### config.mk
export PLATFORM = sky130hd
export DESIGN_NAME = soc_addr_decoder
export DESIGN_NICKNAME = d
export VERILOG_FILES = /design/src/rtl/soc_map_pkg.sv /design/src/rtl/addr_region_match.sv /design/src/rtl/soc_addr_decoder.sv
export SDC_FILE = /design/constraint.sdc
export NUM_CORES = 1
export LEC_CHECK = 0
export ABC_AREA = 0
export CAP_MARGIN = 40
export CORE_AREA = 2 2 149 151
export DETAILED_ROUTE_END_ITERATION = 8
export DIE_AREA = 0 0 151 153
export GPL_TIMING_DRIVEN = 0
export HOLD_SLACK_MARGIN = 0.1
export PLACE_DENSITY = 0.65
export SKIP_CTS_REPAIR_TIMING = 1
export SLEW_MARGIN = 20
export SYNTH_ARGS = -nofsm -noshare
export SYNTH_HDL_FRONTEND = slang
export SYNTH_HIERARCHICAL = 1
export SYNTH_SLANG_ARGS = --single-unit
### constraint.sdc
create_clock -name clk -period 4.17 [get_ports clk]
set_clock_uncertainty 0.05 [all_clocks]
set_input_delay 0.6255 -clock clk [delete_from_list [all_inputs] [get_ports clk]]
set_output_delay 0.6255 -clock clk [all_outputs]
set_load 0.01 [all_outputs]
### src/rtl/soc_map_pkg.sv
// SoC memory map shared by the bus decoders: default region table,
// region index names, decoder FSM states and a saturating counter helper.
package soc_map_pkg;

  localparam int unsigned MAP_NUM_REGIONS = 5;
  localparam int unsigned MAP_ADDR_W      = 32;

  localparam int unsigned REGION_BOOT_ROM = 0;
  localparam int unsigned REGION_CODE_RAM = 1;
  localparam int unsigned REGION_DATA_RAM = 2;
  localparam int unsigned REGION_GPIO     = 3;
  localparam int unsigned REGION_UART     = 4;

  // Element [i] is region i (leftmost entry is the highest index)
  localparam logic [MAP_NUM_REGIONS-1:0][MAP_ADDR_W-1:0] DEF_REGION_BASE = {
    32'hC000_1000,  // UART
    32'hC000_0000,  // GPIO
    32'h4000_0000,  // data RAM
    32'h0001_0000,  // code RAM
    32'h0000_0000   // boot ROM
  };

  localparam logic [MAP_NUM_REGIONS-1:0][MAP_ADDR_W-1:0] DEF_REGION_END = {
    32'hC000_1FFF,
    32'hC000_0FFF,
    32'h4000_3FFF,
    32'h0001_3FFF,
    32'h0000_3FFF
  };

  typedef enum logic [1:0] {
    IDLE,
    WAIT_RSP,
    ERR_RSP
  } dec_state_e;

  function automatic logic [15:0] sat_inc16(input logic [15:0] v);
    return (v == '1) ? v : v + 16'd1;
  endfunction

endpackage

### src/rtl/addr_region_match.sv
// Combinational priority region decoder: reports whether an address falls in
// any [base, end] window and the lowest index of the windows that contain it.
module addr_region_match #(
  parameter int unsigned NUM_REGIONS = 5,
  parameter int unsigned ADDR_W      = 32,
  parameter int unsigned IDX_W       = (NUM_REGIONS > 1) ? $clog2(NUM_REGIONS) : 1,
  parameter logic [NUM_REGIONS-1:0][ADDR_W-1:0] REGION_BASE = '0,
  parameter logic [NUM_REGIONS-1:0][ADDR_W-1:0] REGION_END  = '0
) (
  input  logic [ADDR_W-1:0] addr,
  output logic              hit,
  output logic [IDX_W-1:0]  idx
);

  // Scan downwards so the lowest matching index is the last one written.
  // (addr - base) <= (end - base) is the unsigned window test in one compare:
  // addresses below base wrap to large values and fall outside.
  always_comb begin
    hit = 1'b0;
    idx = '0;
    for (int unsigned i = NUM_REGIONS; i > 0; i--) begin
      if ((addr - REGION_BASE[i-1]) <= (REGION_END[i-1] - REGION_BASE[i-1])) begin
        hit = 1'b1;
        idx = IDX_W'(i - 1);
      end
    end
  end

endmodule

### src/rtl/soc_addr_decoder.sv
// Core bus address decoder and response router: steers one master request to
// the matching slave, tracks the single outstanding transaction, and answers
// unmapped accesses and silent slaves with an error response.
module soc_addr_decoder
  import soc_map_pkg::*;
#(
  parameter int unsigned NUM_REGIONS    = MAP_NUM_REGIONS,
  parameter int unsigned ADDR_W         = MAP_ADDR_W,
  parameter int unsigned DATA_W         = 32,
  parameter logic [NUM_REGIONS-1:0][ADDR_W-1:0] REGION_BASE = DEF_REGION_BASE,
  parameter logic [NUM_REGIONS-1:0][ADDR_W-1:0] REGION_END  = DEF_REGION_END,
  parameter int unsigned TIMEOUT_CYCLES = 255
) (
  input  logic                          clk,
  input  logic                          rst_n,
  input  logic                          m_req,
  input  logic                          m_we,
  input  logic [ADDR_W-1:0]             m_addr,
  input  logic [DATA_W-1:0]             m_wdata,
  input  logic [DATA_W/8-1:0]           m_be,
  output logic                          m_gnt,
  output logic                          m_rvalid,
  output logic [DATA_W-1:0]             m_rdata,
  output logic                          m_err,
  output logic [NUM_REGIONS-1:0]        s_req,
  output logic                          s_we,
  output logic [ADDR_W-1:0]             s_addr,
  output logic [DATA_W-1:0]             s_wdata,
  output logic [DATA_W/8-1:0]           s_be,
  input  logic [NUM_REGIONS-1:0]        s_gnt,
  input  logic [NUM_REGIONS-1:0]        s_rvalid,
  input  logic [NUM_REGIONS*DATA_W-1:0] s_rdata,
  output logic [15:0]                   decode_err_cnt,
  output logic [15:0]                   timeout_cnt
);

  localparam int unsigned IDX_W = (NUM_REGIONS > 1) ? $clog2(NUM_REGIONS) : 1;
  localparam int unsigned CNT_W = $clog2(TIMEOUT_CYCLES + 1);
  localparam logic [CNT_W-1:0] WAIT_LIMIT = CNT_W'(TIMEOUT_CYCLES - 1);

  dec_state_e        state;
  logic [IDX_W-1:0]  sel;
  logic [CNT_W-1:0]  wait_cnt;
  logic              dec_hit;
  logic [IDX_W-1:0]  dec_idx;
  logic              req_idle;
  logic              dec_gnt;
  logic              sel_rvalid;
  logic [DATA_W-1:0] sel_rdata;

  addr_region_match #(
    .NUM_REGIONS (NUM_REGIONS),
    .ADDR_W      (ADDR_W),
    .IDX_W       (IDX_W),
    .REGION_BASE (REGION_BASE),
    .REGION_END  (REGION_END)
  ) u_match (
    .addr (m_addr),
    .hit  (dec_hit),
    .idx  (dec_idx)
  );

  assign s_we    = m_we;
  assign s_addr  = m_addr;
  assign s_wdata = m_wdata;
  assign s_be    = m_be;

  assign req_idle = rst_n && m_req && (state == IDLE);

  // Request path: only an IDLE request reaches a slave; a miss is granted locally
  always_comb begin
    s_req   = '0;
    dec_gnt = 1'b0;
    for (int unsigned i = 0; i < NUM_REGIONS; i++) begin
      if (dec_hit && (dec_idx == IDX_W'(i))) begin
        s_req[i] = req_idle;
        dec_gnt  = s_gnt[i];
      end
    end
    m_gnt = req_idle && (dec_hit ? dec_gnt : 1'b1);
  end

  // Response mux: pick valid and data of the slave owning the outstanding access
  always_comb begin
    sel_rvalid = 1'b0;
    sel_rdata  = '0;
    for (int unsigned i = 0; i < NUM_REGIONS; i++) begin
      if (sel == IDX_W'(i)) begin
        sel_rvalid = s_rvalid[i];
        sel_rdata  = s_rdata[i*DATA_W +: DATA_W];
      end
    end
  end

  // Transaction FSM with registered master response and error counters
  always_ff @(posedge clk or negedge rst_n) begin
    if (!rst_n) begin
      state          <= IDLE;
      sel            <= '0;
      wait_cnt       <= '0;
      m_rvalid       <= 1'b0;
      m_err          <= 1'b0;
      m_rdata        <= '0;
      decode_err_cnt <= '0;
      timeout_cnt    <= '0;
    end else begin
      m_rvalid <= 1'b0;
      m_err    <= 1'b0;
      case (state)
        IDLE: begin
          if (req_idle && !dec_hit) begin
            m_rvalid       <= 1'b1;
            m_err          <= 1'b1;
            m_rdata        <= '0;
            decode_err_cnt <= sat_inc16(decode_err_cnt);
            state          <= ERR_RSP;
          end else if (req_idle && dec_gnt) begin
            sel      <= dec_idx;
            wait_cnt <= '0;
            state    <= WAIT_RSP;
          end
        end
        WAIT_RSP: begin
          if (sel_rvalid) begin
            m_rvalid <= 1'b1;
            m_rdata  <= sel_rdata;
            state    <= IDLE;
          end else if (wait_cnt == WAIT_LIMIT) begin
            m_rvalid    <= 1'b1;
            m_err       <= 1'b1;
            m_rdata     <= '0;
            timeout_cnt <= sat_inc16(timeout_cnt);
            state       <= IDLE;
          end else begin
            wait_cnt <= wait_cnt + 1'b1;
          end
        end
        ERR_RSP: state <= IDLE;
        default: state <= IDLE;
      endcase
    end
  end

endmodule

==> insert_results.sql <==
INSERT INTO impl_metrics (metric_group, metric, value, unit) VALUES
('power_and_ir_drop', 'netSwitchingFraction', '0.245', ''),
('timing', 'hold_viol_final', '0', ''),
('cells_and_area', 'final-instance-count-excl-fill', '1109', ''),
('die', 'rows', '54', ''),
('synth', 'yosys.cell_types.count', '54', ''),
('clock_tree', 'cts_htree_levels', '3', ''),
('synth', 'post-synth-top-area-cell', 'sky130_fd_sc_hd__dfrtp_1', ''),
('global_routing', 'globalRoute.totalOverflow', '0', ''),
('status', 'outcome', 'complete, no violations', ''),
('setup_path', 'cp_data_required_time', '3.49', 'ns'),
('die', 'core_area', '0.0215', 'mm²'),
('global_routing', 'grt_max_degree', '50', ''),
('cells_and_area', 'layout-drive-gt1-share', '0.192', ''),
('global_routing', 'antenna_found_initial', '0', ''),
('synth', 'synth.yosys.warnings', '6', ''),
('clock_tree', 'tritoncts_clock_tree', 'built', ''),
('power_and_ir_drop', 'leakage', '0.00382', 'µW'),
('hold_path', 'hold_path_class', 'in -> async', ''),
('setup_path', 'crit_path_end_kind', 'output pin', ''),
('clock_tree', 'cts.clk_slew.worst_paths', '0.06', 'ns'),
('cells_and_area', 'antenna-diode-count', '0', ''),
('die', 'pin_count', '383', ''),
('setup_path', 'startpoint_type', 'primary input', ''),
('die', 'die_w', '151', 'µm'),
('detailed_routing', 'detailedRoute.firstPassIterationCount', '4', ''),
('timing', 'worst_slew_pin_slew', '0.733', 'ns'),
('detailed_routing', 'wl', '19500', 'µm'),
('synth', 'synthesis.instances', '473', ''),
('clock_tree', 'numClockSinks', '79', ''),
('timing', 'maxSlewHeadroom', '0.505', ''),
('timing', 'achievable-frequency', '250', 'MHz'),
('detailed_routing', 'antenna_violating_nets_post_route', '0', ''),
('power_and_ir_drop', 'power_per_cell_area', '230', 'mW/mm²'),
('timing', 'final-setup-viol-count', '0', ''),
('clock_tree', 'cts-buffers-inserted', '9', ''),
('placed_design', 'io_buffer_count', '333', ''),
('detailed_routing', 'drcViolationCount', '0', ''),
('power_and_ir_drop', 'netSwitchingPower', '528', 'µW'),
('power_and_ir_drop', 'seq_power_share', '0.386', ''),
('detailed_routing', 'drt_first_iter_violations', '191', ''),
('cells_and_area', 'post-route-util', '0.436', ''),
('cells_and_area', 'regArea', '0.00198', 'mm²'),
('setup_path', 'worstRegToRegCells', '7', ''),
('clock_tree', 'cts_root_buf', 'sky130_fd_sc_hd__clkbuf_16', ''),
('power_and_ir_drop', 'combinationalPowerShare', '0.249', ''),
('die', 'die_height', '153', 'µm'),
('synth', 'yosys_most_used_dff', 'sky130_fd_sc_hd__dfrtp_1', ''),
('timing', 'period_minus_slack', '3.99', 'ns'),
('die', 'floorplan.initialDensity', '0.243', ''),
('timing', 'period_share', '0.958', ''),
('setup_path', 'critPathBufInv', '2', ''),
('synth', 'syn_nets', '719', ''),
('placed_design', 'gp_congestion', '0.768', ''),
('setup_path', 'worst_path_largest_cell_delay', '0.56', 'ns'),
('detailed_routing', 'routed_via_count', '5187', ''),
('synth', 'yosys-top-cells-area', 'sky130_fd_sc_hd__dfrtp_1, sky130_fd_sc_hd__mux4_2, sky130_fd_sc_hd__buf_4, sky130_fd_sc_hd__o2bb2ai_1, sky130_fd_sc_hd__a22oi_1', ''),
('power_and_ir_drop', 'irDropWorstVdd', '0.201', 'mV'),
('clock_tree', 'clk_latency', '0.34', 'ns'),
('cells_and_area', 'layout_commonest_cell', 'sky130_fd_sc_hd__clkdlybuf4s50_1', ''),
('global_routing', 'track_usage', '0.164', ''),
('run', 'cap_viol_max_count', '0', ''),
('timing', 'grt_setup_unrepaired', 'false', ''),
('timing', 'worst_hold_slack', '0.183', 'ns'),
('synth', 'synthDominantCellAreaShare', '0.378', ''),
('setup_path', 'critPathTopFamily', 'simple AND/OR/NAND/NOR gates', ''),
('synth', 'yosysSeqAreaShare', '0.378', ''),
('setup_path', 'crit_path_top_delay_cell', 'sky130_fd_sc_hd__or4_4', ''),
('power_and_ir_drop', 'int_power', '1630', 'µW'),
('synth', 'yosys_reg_bits', '79', ''),
('setup_path', 'worst_ep_arrival_time', '3.32', 'ns'),
('detailed_routing', 'wl_per_cell', '17.6', 'µm');
-- metal layers --
metal	part of all wire	global-route usage	up-vias	wire [µm]
met1	0.40	0.205	2493	7880
met5	0	0	-	0
li1	-	-	2437	-
met2	0.49	0.277	235	9590
met4	0.019	0.0490	0	377
met3	0.087	0.0448	22	1700
-- cells in the mapped netlist, types with 2 or more instances --
cell,number
sky130_fd_sc_hd__dfrtp_1,79
sky130_fd_sc_hd__buf_4,69
sky130_fd_sc_hd__a22oi_1,33
sky130_fd_sc_hd__mux4_2,32
sky130_fd_sc_hd__o2bb2ai_1,32
sky130_fd_sc_hd__nand2_1,20
sky130_fd_sc_hd__xnor2_1,20
sky130_fd_sc_hd__nand4_1,16
sky130_fd_sc_hd__nor2_1,16
sky130_fd_sc_hd__clkbuf_1,15
sky130_fd_sc_hd__nand3_1,13
sky130_fd_sc_hd__nor3_1,12
sky130_fd_sc_hd__mux2_2,10
sky130_fd_sc_hd__a21oi_1,9
sky130_fd_sc_hd__inv_1,9
sky130_fd_sc_hd__and3_1,8
sky130_fd_sc_hd__xor2_1,7
sky130_fd_sc_hd__buf_2,5
sky130_fd_sc_hd__nor4_1,5
sky130_fd_sc_hd__a31oi_1,4
sky130_fd_sc_hd__and2_1,4
sky130_fd_sc_hd__ha_1,4
sky130_fd_sc_hd__mux2i_1,4
sky130_fd_sc_hd__and4_1,3
sky130_fd_sc_hd__buf_1,3
sky130_fd_sc_hd__nand2b_1,3
sky130_fd_sc_hd__nor2b_1,3
sky130_fd_sc_hd__nor3b_1,3
sky130_fd_sc_hd__a41oi_1,2
sky130_fd_sc_hd__buf_6,2
sky130_fd_sc_hd__nor4bb_1,2
sky130_fd_sc_hd__o21a_1,2
sky130_fd_sc_hd__o21ai_0,2
sky130_fd_sc_hd__or3b_2,2
-- state kept, by name, indices dropped and copies added (netlist names) --
| signal | flops |
|---|---|
| decode_err_cnt | 16 |
| m_err | 1 |
| m_rdata | 32 |
| m_rvalid | 1 |
| sel | 3 |
| state | 2 |
| timeout_cnt | 16 |
| wait_cnt | 8 |
-- cells by family after synthesis --
| logic type | count (synthesis) | share of synthesized area |
|---|---|---|
| AO/OA/AOI/OAI | 97 | 0.145 |
| XOR/XNOR | 27 | 0.0452 |
| adder cells (fa/ha/maj) | 4 | 0.00958 |
| buffers and inverters | 103 | 0.128 |
| flip-flops | 79 | 0.378 |
| multiplexers | 46 | 0.167 |
| AND/OR/NAND/NOR | 117 | 0.127 |
-- final timing paths --
path | end | slack (ns) | from
max reg2reg | m_rdata[24] | 1.64 | sel[1]
max | s_req[4] | 0.18 | m_addr[16]
max in group asynchronous | timeout_cnt[14] | 3.26 | rst_n
min in group clk | m_rdata[4] | 0.44 | m_rdata[4]
min | decode_err_cnt[10] | 0.18 | rst_n
min reg2reg | m_rdata[4] | 0.44 | m_rdata[4]
-- power groups by stage --
stage	combinational (µW)	sequential, µW	clock, µW
after global routing	580	838	856
after floorplan	164	853	0
final	536	832	786
after detailed placement	537	845	0
after CTS	539	832	819
after global placement	531	844	0
-- stage by stage --
step	power (µW)	instance area [µm²]	TNS (ns)
2_1_floorplan	1020	5230	0
3_3_place_gp	1380	8910	-203.37
3_5_place_dp	1380	8970	-8.31
4_1_cts	2190	9260	-0.911
5_1_grt	2270	9360	0
6_report	2150	9360	0
-- layout make-up --
cell class	count	area share
plain buffers	94	0.0678
clock buffers	11	0.0249
clock inverters	5	0.00628
inverters	9	0.00361
multi-input cells	291	0.282
flip-flops and latches	79	0.211
well taps	280	0.0374
repair buffers	340	0.367
No activity file was read; power rests on OpenSTA's default activity.
